==> src/rtl/fp_sp_to_u32_pipe.sv <==
// FloPoCo single-precision float to unsigned 32-bit integer, with saturation, status flags
// and an elastic valid/ready pipeline of NUM_STAGES registers gated by a global clock enable.
// Optional macro FP_SP_TO_U32_ROUND_NEAREST_EN selects round-to-nearest-even instead of truncation.
module fp_sp_to_u32_pipe #(
  parameter int NUM_STAGES = 2
) (
  input  logic        clk,
  input  logic        rst,
  input  logic        ce,
  input  logic        in_valid,
  output logic        in_ready,
  input  logic [33:0] I,
  output logic        out_valid,
  input  logic        out_ready,
  output logic [31:0] O,
  output logic [2:0]  flags
);

  logic [1:0]  w_exn;
  logic        w_sign;
  logic [7:0]  w_exp;
  logic [23:0] w_mant;
  logic [4:0]  w_shamt;
  logic [54:0] w_big;
  logic [31:0] w_res;
  logic [2:0]  w_flg;
`ifdef FP_SP_TO_U32_ROUND_NEAREST_EN
  logic [32:0] w_rnd;
`endif

  assign w_exn   = I[33:32];
  assign w_sign  = I[31];
  assign w_exp   = I[30:23];
  assign w_mant  = {1'b1, I[22:0]};
  // (exp - 127) mod 32 == exp[4:0] + 1; only used when 0 <= e <= 31
  assign w_shamt = w_exp[4:0] + 5'd1;
  // Integer part lands in [54:23], discarded fraction in [22:0]
  assign w_big   = {31'b0, w_mant} << w_shamt;

  always_comb begin
    w_res = '0;
    w_flg = '0;
`ifdef FP_SP_TO_U32_ROUND_NEAREST_EN
    w_rnd = '0;
`endif
    case (w_exn)
      2'b00: begin
      end
      2'b11: w_flg = 3'b100;
      2'b10: begin
        if (w_sign) begin
          w_flg = 3'b100;
        end else begin
          w_res = '1;
          w_flg = 3'b010;
        end
      end
      default: begin
        if (w_exp < 8'd127) begin
`ifdef FP_SP_TO_U32_ROUND_NEAREST_EN
          // 0.5 <= |x| < 1: the hidden 1 is the guard bit, fraction is sticky
          if (w_exp == 8'd126 && (|I[22:0])) begin
            if (w_sign) begin
              w_flg = 3'b100;
            end else begin
              w_res = 32'd1;
              w_flg = 3'b001;
            end
          end else begin
            w_flg = 3'b001;
          end
`else
          w_flg = 3'b001;
`endif
        end else if (w_sign) begin
          w_flg = 3'b100;
        end else if (w_exp >= 8'd159) begin
          w_res = '1;
          w_flg = 3'b010;
        end else begin
`ifdef FP_SP_TO_U32_ROUND_NEAREST_EN
          w_rnd = {1'b0, w_big[54:23]}
                + {32'b0, w_big[22] & ((|w_big[21:0]) | w_big[23])};
          if (w_rnd[32]) begin
            w_res = '1;
            w_flg = 3'b010;
          end else begin
            w_res = w_rnd[31:0];
            w_flg = {2'b00, |w_big[22:0]};
          end
`else
          w_res = w_big[54:23];
          w_flg = {2'b00, |w_big[22:0]};
`endif
        end
      end
    endcase
  end

  generate
    if (NUM_STAGES < 0 || NUM_STAGES > 4) begin : g_bad_stages
      $error("fp_sp_to_u32_pipe: NUM_STAGES must be in 0..4");
    end

    if (NUM_STAGES == 0) begin : g_comb
      assign in_ready  = out_ready & ce;
      assign out_valid = in_valid;
      assign O         = w_res;
      assign flags     = w_flg;
    end else begin : g_pipe
      logic                  w_adv;
      logic [NUM_STAGES-1:0] r_vld;
      logic [31:0]           r_o [NUM_STAGES];
      logic [2:0]            r_f [NUM_STAGES];

      // Only the output stage is backpressured; bubbles are overwritten as the pipe shifts
      assign w_adv = ce & (~r_vld[NUM_STAGES-1] | out_ready);

      always_ff @(posedge clk or negedge rst) begin
        if (!rst) begin
          r_vld <= '0;
          for (int unsigned k = 0; k < NUM_STAGES; k++) begin
            r_o[k] <= '0;
            r_f[k] <= '0;
          end
        end else if (w_adv) begin
          r_vld[0] <= in_valid;
          r_o[0]   <= w_res;
          r_f[0]   <= w_flg;
          for (int unsigned k = 1; k < NUM_STAGES; k++) begin
            r_vld[k] <= r_vld[k-1];
            r_o[k]   <= r_o[k-1];
            r_f[k]   <= r_f[k-1];
          end
        end
      end

      assign in_ready  = w_adv;
      assign out_valid = r_vld[NUM_STAGES-1];
      assign O         = r_o[NUM_STAGES-1];
      assign flags     = r_f[NUM_STAGES-1];
    end
  endgenerate

endmodule

==> config.mk <==
export PLATFORM = sky130hd
export DESIGN_NAME = fp_sp_to_u32_pipe
export DESIGN_NICKNAME = d
export VERILOG_FILES = /design/src/rtl/fp_sp_to_u32_pipe.sv
export SDC_FILE = /design/constraint.sdc
export NUM_CORES = 1
export LEC_CHECK = 0
export ABC_AREA = 1
export CAP_MARGIN = 40
export CORE_MARGIN = 2
export CORE_UTILIZATION = 59
export CTS_CLUSTER_SIZE = 25
export DETAILED_ROUTE_END_ITERATION = 6
export PLACE_DENSITY_LB_ADDON = 0.08
export SLEW_MARGIN = 20
export SYNTH_ARGS = -nofsm -noshare
export SYNTH_HDL_FRONTEND = slang
export SYNTH_SLANG_ARGS = --single-unit
export TNS_END_PERCENT = 30
==> constraint.sdc <==
create_clock -name clk -period 2.1 [get_ports clk]
set_input_delay 0.315 -clock clk [delete_from_list [all_inputs] [get_ports clk]]
set_output_delay 0.315 -clock clk [all_outputs]
set_load 0.005 [all_outputs]
Word-level counts from Yosys, hierarchy flattened:

Cells that the tools add are included.
Widths: inputs -> output; s select.

* eq/ne operators: 2
* $add $sub $neg: 1
* bitwise logic cells: 3
* div/mod/pow operators: 0
* multiply operators: 0
* reductions and logical operators: 3
* shift-type cells: 1
* multiplexer cells: 10
* magnitude comparators: 2

Operators by type and width (number)
* $mux 32: 4
* $pmux 32 s2: 1
* $shl 24x5->55: 1
* $reduce_or 23->1: 1
* $mux 3: 3
* $pmux 3 s3: 1
* $ge 8x8->1 const B: 1
* $lt 8x7->1 const B: 1
* $add 5x1->5 const B: 1
* $eq 2x2->1 const B: 2
* $logic_not 2->1: 1
* $mux 2: 1
* $reduce_or 2->1: 1
* $and 1x1->1: 1
* $not 1->1: 1
* $or 1x1->1: 1

* register bits: 72
* ROM bits: 0
* latch bits: 0
* memories kept: 0
* bits in writable memories: 0
* word-level logic and storage cells: 27
* output and inout bits: 37

Longest topological paths before layout:

* depth in word-level cells: 7
* mapped depth: 20
* depth with buffers taken out: 18

Worst setup path before layout:

Ideal clock, no wire load.

* path type: input port to flip-flop
* start: in I[23]
* end: reg g_pipe.r_f[3] (netlist name)
* slack: -0.266 ns
* cell stages on the path: 20
* required time: 1.984 ns
* data arrival time: 2.250 ns
* cells stage by stage: buf_4 inv_2 buf_2 ha_1 buf_2 inv_1 buf_2 nand3_1 nand3_1 nand3_1 nand3_1 nand2_1 nor2_1 nand2_1 nor2_1 nand2_1 nand2_1 nand2_1 nand2_1 nand2_1

* longest elaborated chain between the ends: 7
* elaborated cells between the ends (all ways): 9
* classes of those cells: add/sub: 1; order compare: 2; shift: 1; mux: 4; reduce/logical: 1

Ends and longest elaborated chain
* start: declaration: RTL line 12 `input logic [33:0] I,`
* $add 5x1->5: RTL line 36 `assign w_shamt = w_exp[4:0] + 5'd1;`
* $shl 24x5->55: RTL line 38 `assign w_big = {31'b0, w_mant} << w_shamt;`
* $reduce_or 23->1: RTL line 93 `w_flg = {2'b00, |w_big[22:0]};`
* $mux 2: RTL line 77 `end else if (w_exp >= 8'd159) begin`
* $mux 3: RTL line 75 `end else if (w_sign) begin`
* $mux 3 (*): RTL line 59 `if (w_exp < 8'd127) begin`
* $pmux 3 s3 (*): RTL line 46 `case (w_exn)`
* end signal: indexed assignment: RTL line 133 `r_f[k] <= r_f[k-1];`
* end: declaration: RTL line 114 `logic [2:0] r_f [NUM_STAGES];`

Every way passes the cells marked *; elsewhere a longest branch is shown, timed or not.
A chain may end at the register's enable or synchronous reset.

Final worst setup path:

* start: in out_ready
* end: out in_ready

* longest elaborated chain between the ends: 2

Ends and longest elaborated chain
* start: declaration: RTL line 14 `input logic out_ready,`
* $or 1x1->1: RTL line 117 `assign w_adv = ce & (~r_vld[NUM_STAGES-1] | out_ready);`
* $and 1x1->1: RTL line 117
* end: declaration: RTL line 11 `output logic in_ready,`

Every way passes these cells.

==> results by stage <==
Run status:
- The flow ran to the end, and the final reports show no timing, DRC or antenna violations.

Power and ir drop:
- Summed over all cells, the static leakage comes to 0.00298 uW.
- The largest voltage drop on the vdd net is 464 uV.
- The design draws 4860 uW.
- Of the total power, the share spent switching nets is 0.340.
- The internal cell power is 3210 uW.
- The power density normalized to cell area is 777 nW/um^2.
- The analysis attributes to net switching a power of 1650 uW.
- Of the total power, registers draw 0.372.
- The logic gate share of total power is 0.375.
- Of the total power, the clock network draws 0.253.

Yosys:
- The mapped cell area is 4950 um^2.
- After synthesis, the share of flip-flops with an asynchronous set or reset is 1.00.
- The most used flip-flop cell after synthesis is sky130_fd_sc_hd__dfrtp_1.
- The synthesized area per cell is 6.91 um^2.
- The number of storage elements in the synthesis netlist is 72.
- The unique cell type count in the Yosys netlist is 31.
- The total nets after synthesis is 758.
- After technology mapping, the gate count stands at 717.
- The number of enable flip-flop cells after synthesis is 0.
- The share of the Yosys chip area taken by registers is 0.364.
- During synthesis, Yosys emitted a total of 0 warnings.

Clock tree:
- The TritonCTS sink count is 72.
- The insertion delay to the later sink of the worst-skew pair is 340 ps.
- The clock tree root buffer cell is sky130_fd_sc_hd__clkbuf_8.
- In this run the deepest clock path goes through 2 buffers.
- The clock transition at the registers of the reported paths is 80 ps.
- The total clock buffers created by CTS is 9.
- In this run the number of H-tree levels came out at 3.
- TritonCTS built the clock tree.

Floorplan:
- The starting density of the core is 0.606.
- 76 I/O pins were placed.
- The total number of placement rows is 33.
- In this run the horizontal extent of the chip is 95.6 um.
- The standard cell core area is 8180 um^2.
- The die covers 9150 um^2.
- Measured along the y axis, the die boundary spans 95.6 um.

Worst setup path:
- On the critical path the largest part of the delay comes from buffers and inverters.
- The worst path required time is 1780 ps.
- The type of the worst setup path is in -> out.
- The highest cell delay on the worst timing path is 490 ps.
- Traced cell by cell, the critical path runs through clkdlybuf4s50_1 > inv_1 > nand2_1 > nand2_2 > buf_4 > inv_1 > clkdlybuf4s50_1.
- The largest fanout on the critical path is 3.
- The critical path capture point type is a primary output.
- The data arrival time of the critical path is 1680 ps.
- The sort of element at the start of the critical path is an input pin.
- The master of the slowest instance on the critical path is sky130_fd_sc_hd__clkdlybuf4s50_1.
- The number of buffers and inverters on the critical path is 5.

Timing:
- After layout, the minimum clock period comes to 1990 ps.
- The hold violation count in the final report was 0.
- For this run, the top clock speed supported by timing is 502 MHz.
- The smallest setup slack after layout is 108 ps.
- The worst pin sits at a relative slew slack of 0.470.
- The final count of negative-setup-slack endpoints is 0.
- The worst-case clock skew is 12.2 ps.
- Dividing the final minimum period by the clock period gives 0.949.
- The transition time at the pin with the least slew margin is 793 ps.
- The number of slew-limit violations in the final report is 0.
- Setup repair after global routing left no endpoint under its margin.

Global route:
- The pin count of the biggest net entering global routing is 56.
- The number of global-route vias before repair came to 4979.
- The combined global-route utilization of all metal layers is 0.339.
- The number of antenna violations at the first check in global routing is 0.
- The aggregate global routing overflow is 0.
- The wire length of the first global-routing pass is 23.9 mm.

Routing:
- In the routed design, unresolved DRC markers number 0.
- Before antenna repair, the detailed router went through 7 iterations.
- The vias per cell is 5.80.
- The routed layout has 5221 vias.
- The total length of routed wires is 14.8 mm.
- The number of violations reported at the end of detailed-routing iteration 0 is 525.
- The detail route stage leaves a number of antenna-violating nets equal to 0.
- After detailed routing, the average wire length per cell comes to 16.5 um.

Placement:
- The pre-CTS setup slack is -541 ps.
- The final HPWL from detailed placement is 10.9 mm.
- The number of input and output port buffers inserted is 75.
- The placed instances occupy a cell area of 5930 um^2.
- The global placer's final weighted congestion is 0.951.

Cells and area:
- The proportion of layout cells with a drive suffix above 1 is 0.140.
- 0 antenna diodes ended up in the layout.
- After the last flow step, the layout net total stands at 831.
- Compared with the post-synthesis result, the final layout area differs by 26.2%.
- The share of the core filled with cells in the final layout is 0.765.
- The final design area excluding fillers is 6250 um^2.

Job:
- The max capacitance violation total is 0.

Hold path:
- The path class of the tightest hold or removal check is in -> async.
-- synthesized netlist by cell type, types with 3 or more instances --
master | number | area [um^2]
sky130_fd_sc_hd__clkbuf_1 | 17 | 63.8
sky130_fd_sc_hd__nor2_1 | 27 | 101
sky130_fd_sc_hd__a31oi_1 | 7 | 43.8
sky130_fd_sc_hd__a21oi_1 | 10 | 50.1
sky130_fd_sc_hd__nand3_1 | 158 | 791
sky130_fd_sc_hd__nand2_1 | 194 | 728
sky130_fd_sc_hd__a22oi_1 | 24 | 180
sky130_fd_sc_hd__buf_1 | 3 | 11.3
sky130_fd_sc_hd__inv_2 | 4 | 15.0
sky130_fd_sc_hd__buf_4 | 38 | 285
sky130_fd_sc_hd__buf_6 | 3 | 33.8
sky130_fd_sc_hd__inv_1 | 44 | 165
sky130_fd_sc_hd__nand4_1 | 4 | 25.0
sky130_fd_sc_hd__o21ai_0 | 60 | 300
sky130_fd_sc_hd__buf_2 | 24 | 120
sky130_fd_sc_hd__nor3_1 | 10 | 50.1
sky130_fd_sc_hd__dfrtp_1 | 72 | 1800
-- repair_timing --
| item | in CTS | in global routing |
|---|---|---|
| gates resized for setup | 15 | 7 |
| hold endpoints to repair | 22 | 0 |
| setup endpoints to repair | 30 | 26 |
| hold buffers | 1 | 0 |
| setup buffers | 1 | 1 |
| cloned | 1 | 1 |
| pin swaps | 1 | 1 |
-- final cells by class --
class                      count  area [um^2]
inverter                      48          190
multi-input combinational    512         2520
fill                         635         1920
timing repair buffer         146         1380
clock buffer                  10          128
timing repair inverter         1         6.26
tap                          105          131
clock inverter                 6         91.3
sequential                    72         1800
-- state kept, by name, summed over array words and instances (netlist names) --
| name | count |
|---|---|
| g_pipe.r_f | 3 |
| g_pipe.r_vld | 2 |
| O | 32 |
| g_pipe.r_o | 32 |
| flags | 3 |
-- final timing paths --
| check | cells after the start | slack [ps] | endpoint | startpoint |
|---|---|---|---|---|
| min reg2reg | 2 | 490 | O[15]$_DFFE_PN0P_ | O[15]$_DFFE_PN0P_ |
| min in group clk | 2 | 490 | O[15]$_DFFE_PN0P_ | O[15]$_DFFE_PN0P_ |
| max | 7 | 110 | in_ready | out_ready |
| min | 2 | 470 | O[12]$_DFFE_PN0P_ | rst |
| max in group asynchronous | 3 | 1000 | O[21]$_DFFE_PN0P_ | rst |
| max reg2reg | 4 | 520 | g_pipe.r_o[60]$_DFFE_PN0P_ | g_pipe.r_vld[1]$_DFFE_PN0P_ |
-- worst register-to-register path, cell delays in order (launching register included) --
cell and delay [ps]:
sky130_fd_sc_hd__dfrtp_1 400, sky130_fd_sc_hd__nand2_1 100, sky130_fd_sc_hd__nand2_2 90, sky130_fd_sc_hd__nor2_4 640, sky130_fd_sc_hd__a22oi_1 180
-- power by group through the flow --
stage               logic, uW  clock network [uW]  registers (uW)
global route             2010                1290            1840
finish                   1820                1230            1810
floorplan                1130                   0            1790
global placement         1690                   0            1810
CTS                      1790                1230            1810
detailed placement       1750                   0            1830
-- logic make-up after synthesis --
| logic type | count (synthesis) | synth area share |
|---|---|---|
| AND/OR/NAND/NOR | 399 | 0.355 |
| buffers and inverters | 133 | 0.140 |
| AO/OA/AOI/OAI | 109 | 0.130 |
| flip-flops | 72 | 0.364 |
| XOR/XNOR | 2 | 0.00657 |
| adder cells (fa/ha/maj) | 2 | 0.00505 |
-- routing by layer --
metal / part of all wire / up-vias / GRT usage
met2: 0.51 / 226 / 0.595
li1: - / 2508 / -
met4: 0.021 / 0 / 0.0929
met5: 0 / - / 0
met3: 0.061 / 34 / 0.0538
met1: 0.41 / 2453 / 0.431
-- cells in the final DEF, fill, tap and decap left out, drive strengths merged, types with 13 or more instances in the layout --
| cell | netlist | routed |
|---|---|---|
| buf | 68 | 70 |
| clkdlybuf4s50 | 0 | 71 |
| clkbuf | 17 | 13 |
| nor2 | 29 | 29 |
| nand2 | 195 | 195 |
| a22oi | 26 | 26 |
| dfrtp | 72 | 72 |
| nand3 | 159 | 159 |
| o21ai | 62 | 62 |
| inv | 48 | 50 |
-- stage by stage --
step | hold WS [ps] | setup TNS (ps) | cells
6_report | 466 | 0 | 900
5_1_grt | 511 | 0 | 900
4_1_cts | 484 | 0 | 898
3_5_place_dp | 317 | -13880 | 879
3_3_place_gp | 303 | -12410 | 879
2_1_floorplan | 19.4 | 0 | 717
(Power assumes the default switching activity.)
